File: src/rtl/psr_flag_unit.sv
// psr_flag_unit
//
// Holds the architectural NZCV flags ([N,Z,C,V]) and is the producer side of
// the flag interface read by the branch condition evaluator in ID.
//   - Single-cycle EX instructions with the S bit commit alu_flags_i on the
//     next edge and are bypassed to flags_o in the same cycle.
//   - A multi-cycle flag-setting op issued by mc_start_i commits mc_flags_i
//     MC_LAT cycles later. flag_stall_o holds off a flag-reading ID
//     instruction until that commit cycle, in which mc_flags_i is bypassed.
//   - flush_i cancels the same-cycle EX write and any pending multi-cycle op.
//
// Optional feature (macro PSR_SPSR_EN): a saved-PSR register.
//   - save_psr_i copies the bypassed flags into spsr_q_o.
//   - restore_psr_i copies spsr_q_o into the PSR and bypasses it, beating
//     every other PSR write.
//   Without the macro, save_psr_i and restore_psr_i are ignored and
//   spsr_q_o is tied to 4'b0000.
//
// Ports:
//   clk_i           system clock, rising edge
//   reset_i         asynchronous active-high reset
//   ex_valid_i      valid instruction in EX
//   ex_s_bit_i      EX instruction updates flags
//   alu_flags_i     single-cycle ALU flags
//   mc_start_i      multi-cycle flag-setting op issued this cycle
//   mc_flags_i      multi-cycle result flags, valid in the commit cycle
//   flush_i         cancel EX write and pending multi-cycle op
//   id_cond_used_i  ID instruction reads flags
//   save_psr_i      exception entry: save flags
//   restore_psr_i   exception return: restore flags
//   flags_o         bypassed flags for the condition evaluator
//   psr_q_o         committed architectural flags
//   flag_stall_o    stall ID, flags not yet available
//   mc_pending_o    multi-cycle flag update outstanding
//   spsr_q_o        saved flags

module psr_flag_unit #(
  parameter int unsigned MC_LAT     = 2,
  parameter logic [3:0]  FLAG_RESET = 4'b0000
) (
  input  logic       clk_i,
  input  logic       reset_i,
  input  logic       ex_valid_i,
  input  logic       ex_s_bit_i,
  input  logic [3:0] alu_flags_i,
  input  logic       mc_start_i,
  input  logic [3:0] mc_flags_i,
  input  logic       flush_i,
  input  logic       id_cond_used_i,
  input  logic       save_psr_i,
  input  logic       restore_psr_i,
  output logic [3:0] flags_o,
  output logic [3:0] psr_q_o,
  output logic       flag_stall_o,
  output logic       mc_pending_o,
  output logic [3:0] spsr_q_o
);

  localparam logic [3:0] CntLoad = 4'(MC_LAT - 1);

  typedef enum logic [0:0] {StIdle, StPend} state_e;

  state_e     state_q, state_d;
  logic [3:0] cnt_q, cnt_d;
  logic [3:0] psr_q, psr_d;

  logic ex_wr;
  logic mc_last;    // PEND with the counter expired: the commit cycle
  logic mc_commit;  // commit cycle not cancelled by flush
  logic restore;

  assign ex_wr     = ex_valid_i & ex_s_bit_i & ~flush_i;
  assign mc_last   = (state_q == StPend) && (cnt_q == 4'd0);
  assign mc_commit = mc_last & ~flush_i;

`ifdef PSR_SPSR_EN
  logic [3:0] spsr_q, spsr_d;

  assign restore = restore_psr_i;
  assign spsr_d  = save_psr_i ? flags_o : spsr_q;

  always_ff @(posedge clk_i or posedge reset_i) begin
    if (reset_i) begin
      spsr_q <= 4'b0000;
    end else begin
      spsr_q <= spsr_d;
    end
  end

  assign spsr_q_o = spsr_q;
`else
  logic [3:0] spsr_q;
  logic       unused_spsr_ctrl;

  assign restore          = 1'b0;
  assign spsr_q           = 4'b0000;
  assign spsr_q_o         = spsr_q;
  assign unused_spsr_ctrl = save_psr_i ^ restore_psr_i;
`endif

  // Bypass and commit share one priority: restore, then the younger EX
  // write, then the multi-cycle commit.
  always_comb begin
    flags_o = psr_q;
    if (restore) begin
      flags_o = spsr_q;
    end else if (ex_wr) begin
      flags_o = alu_flags_i;
    end else if (mc_commit) begin
      flags_o = mc_flags_i;
    end
  end

  assign psr_d = flags_o;

  always_ff @(posedge clk_i or posedge reset_i) begin
    if (reset_i) begin
      psr_q <= FLAG_RESET;
    end else begin
      psr_q <= psr_d;
    end
  end

  assign psr_q_o = psr_q;

  // FSM state register
  always_ff @(posedge clk_i or posedge reset_i) begin
    if (reset_i) begin
      state_q <= StIdle;
      cnt_q   <= 4'd0;
    end else begin
      state_q <= state_d;
      cnt_q   <= cnt_d;
    end
  end

  // FSM next state
  always_comb begin
    state_d = state_q;
    cnt_d   = cnt_q;
    unique case (state_q)
      StIdle: begin
        if (mc_start_i && !flush_i) begin
          state_d = StPend;
          cnt_d   = CntLoad;
        end
      end
      StPend: begin
        if (flush_i) begin
          state_d = StIdle;
          cnt_d   = 4'd0;
        end else if (mc_start_i) begin
          // A new op supersedes the outstanding one, which never commits.
          cnt_d = CntLoad;
        end else if (cnt_q == 4'd0) begin
          state_d = StIdle;
        end else begin
          cnt_d = cnt_q - 4'd1;
        end
      end
      default: begin
        state_d = StIdle;
        cnt_d   = 4'd0;
      end
    endcase
  end

  // FSM outputs
  always_comb begin
    mc_pending_o = (state_q == StPend);
    // The commit cycle bypasses mc_flags_i instead of stalling.
    flag_stall_o = id_cond_used_i & mc_pending_o & ~mc_last;
  end

endmodule

File: config.mk
export PLATFORM = sky130hd
export DESIGN_NAME = psr_flag_unit
export DESIGN_NICKNAME = d
export VERILOG_FILES = /design/src/rtl/psr_flag_unit.sv
export SDC_FILE = /design/constraint.sdc
export NUM_CORES = 1
export LEC_CHECK = 0
export BUFFER_PORTS_ARGS = -buffer_cell sky130_fd_sc_hd__buf_2
export CORE_AREA = 4 4 41 43
export DETAILED_ROUTE_END_ITERATION = 8
export DIE_AREA = 0 0 45 47
export MAX_ROUTING_LAYER = met4
export PLACE_DENSITY = 0.73
export SLEW_MARGIN = 20
export SYNTH_ARGS = -nofsm -noshare
export SYNTH_HDL_FRONTEND = slang
export SYNTH_SLANG_ARGS = --single-unit
File: constraint.sdc
create_clock -name clk_i -period 3.68 [get_ports clk_i]
set_input_delay 0 -clock clk_i [delete_from_list [all_inputs] [get_ports clk_i]]
set_output_delay 0 -clock clk_i [all_outputs]
set_load 0.1 [all_outputs]
==> run summary <==
DRT iter0 DRCs: 10
clock latency on the worst-skew pair: 270 ps
Antenna Diode Count: 0
sequential share of the synthesized area: 0.406
vias in the first global route: 510
Total Neg Setup Slack: 0 ps
number of antenna violations at the first check in global routing: 0
Via density: 5.40
worst path cell trace: inv_1 -> ha_1 -> nor4b_2 -> nand3_1 -> a31oi_1 -> buf_2
I/O Buffers: 24
effective utilization at floorplan: 0.426
count of placed standard cells in the final layout, fillers left out: 105
Hold WC Path Type: input pin to flip-flop
min cycle time layout: 2330 ps
power density normalized to cell area: 728 nW/um2
clk buf depth: 2
CTS resizes: 0
maximum vdd drop: 0.236 mV
leading cell types by total area after synthesis: sky130_fd_sc_hd__dfrtp_1, sky130_fd_sc_hd__buf_4, sky130_fd_sc_hd__a31oi_1
number of buffers created by CTS: 3
Routed Antenna Nets: 0
count of distinct cell types in the synthesized netlist: 28
kind of end point of the critical path: output pin
via count: 567
maximum level of the CTS H-tree: 1
count of final hold-check violations: 0
slowest cell on the critical path: sky130_fd_sc_hd__nor4b_2
Avg Synthesized Cell Area: 8.80 um2
leading post-synthesis cells by instance count: sky130_fd_sc_hd__dfrtp_1, sky130_fd_sc_hd__inv_1, sky130_fd_sc_hd__nor2_1
Synth Register Bits: 9
largest area contributor in the netlist: sky130_fd_sc_hd__dfrtp_1
unrepaired setup endpoints after global routing: no
Residual DRC: 0
largest fanout of any net on the critical path: 6
transition time of the tightest slew-check pin: 607 ps
first-pass GRT wire length: 2.23 mm
instance count of the mapped netlist: 63
sequential standard cell area: 225 um2
# Max-Cap Violations: 0
Max transition margin: 0.594
number of setup violations in the final report: 0
area taken by multi-input logic gates: 270 um2
asr flop ratio synth: 1.00
total length of routed wires: 1.34 mm
number of detailed-route iterations in the first pass: 3
Arrival @ worst endpoint: 2330 ps
global-route congestion overflow total: 0
ratio of cells with drive above 1 in the final layout: 0.344
cell total after placement: 99
largest net degree at the start of global routing: 13
status: finished, final reports clean
number of top-level pins: 31
crit path kind: flip-flop to output pin
number of enable-type register cells in the synthesized netlist: 0
width of the die: 45 um
most used flip-flop cell after synthesis: sky130_fd_sc_hd__dfrtp_1
most instantiated library cell after synthesis: sky130_fd_sc_hd__dfrtp_1
Die Footprint: 2120 um2
site row count: 13
Crit path required time: 3680 ps
# clock sinks: 9
highest clock rate: 429 MHz
area delta synth->final: 27.1%
worst reg-to-reg setup slack: 2000 ps
CTS tree: built
share of the synthesized area in the top cell type: 0.406
CTS clk-pin slew, worst paths: 70 ps
Setup Skew: 11.1 ps
count of fill cells added during filler insertion: 137
kind of launch point of the worst setup path: flip-flop
half-perimeter wire length of the detailed placement result: 1.03 mm
All-Layer GR Usage: 0.157
Die Y-Extent: 47 um
number of max-slew violations in the final report: 0
crit share post-route: 0.633
worst stage delay on the critical path: 530 ps
Static Leakage: 0.338 nW
weighted congestion at the end of routability-driven global placement: 0.772
Yosys warning count: 0
Netlist Area Pre-Place: 554 um2
Wirelength per Cell: 12.8 um
cell at the root of the clock tree: sky130_fd_sc_hd__clkbuf_4
net total in the final layout: 109
area of the core: 1300 um2
setup repair bufs after CTS: 0
[worst max-delay path: cells and delay by family (launching register included)]
family	cells	cell delay (ps)
AND/OR/NAND/NOR	2	670
flip-flops	1	400
buffers and inverters	2	550
adder cells (fa/ha/maj)	1	180
AO/OA/AOI/OAI	1	260
[layer usage]
metal / wire, um / vias up / global-route usage
met2: 593 / 27 / 0.249
met1: 565 / 260 / 0.174
met4: 30 / 0 / 0.0877
li1: - / 274 / -
met3: 152 / 6 / 0.0498
met5: 0 / - / -
[what timing repair did]
action,CTS,global route
hold buffers,2,0
hold endpoints to repair,10,0
endpoints found under the setup margin,0,0
[power breakdown]
group	switching, W	internal [W]
logic	0.000258	0.0000474
clock network	0.0000376	0.0000402
registers	0.0000136	0.000116
total	0.000309	0.000204
[sequential cells by signal (all words and copies together) (netlist names)]
name          cells
cnt_q             4
mc_pending_o      1
psr_q_o           4
[placed cells by master (no fill, tap or decap), drive strengths merged, types with 2 or more instances in the layout]
master and n:
nor2 6, inv 6, nand2 2, o21ai 8
dfrtp 9, buf 24, dlygate4sd3 2, clkbuf 3
or3 2, nand3 5, conb 4, a31oi 4
[final cells by class]
class / instances / area share
Timing Repair Buffer: 26 / 0.199
Tap cell: 15 / 0.0266
Clock buffer: 3 / 0.0320
Inverter: 6 / 0.0320
Clock inverter: 1 / 0.00710
Sequential cell: 9 / 0.320
Multi-Input combinational cell: 45 / 0.384
[path summary, 6_finish.rpt]
check	cells past startpoint	end	from
worst min register to register	2	cnt_q[1]$_DFFE_PP0P_	cnt_q[1]$_DFFE_PP0P_
worst max-delay path	6	flags_o[2]	cnt_q[0]$_DFFE_PP0P_
worst min-delay path	3	psr_q_o[0]$_DFF_PP0_	alu_flags_i[0]
worst max register to register	5	psr_q_o[2]$_DFF_PP0_	cnt_q[0]$_DFFE_PP0P_
max in group asynchronous	3	mc_pending_o$_DFF_PP0_	reset_i
min in group asynchronous	3	cnt_q[3]$_DFFE_PP0P_	reset_i
[per-stage QoR]
step | instance area [um2] | util | hold slack [ps] | setup slack [ps] | power, W
after floorplan | 566 | - | -172 | 370 | 0.000393
final | 704 | 0.541 | 8.10 | 1350 | 0.000513
after detailed placement | 657 | 0.505 | -26.6 | 1630 | 0.000436
after CTS | 704 | 0.541 | 3.62 | 1320 | 0.000516
after global routing | 704 | 0.541 | 12.0 | 1150 | 0.000536
after global placement | 657 | 0.505 | -23.0 | 1720 | 0.000432
[cell families (layout without fill, tap and decap cells)]
kind of cell             Yosys count  after routing  share of synthesized area
AND/OR/NAND/NOR                   22             22                      0.233
AO/OA/AOI/OAI                     18             18                      0.205
buffers and inverters             12             36                      0.126
flip-flops                         9              9                      0.406
adder cells (fa/ha/maj)            1              1                     0.0226
other                              1              4                    0.00677
Power figures use the tool's default switching activity.
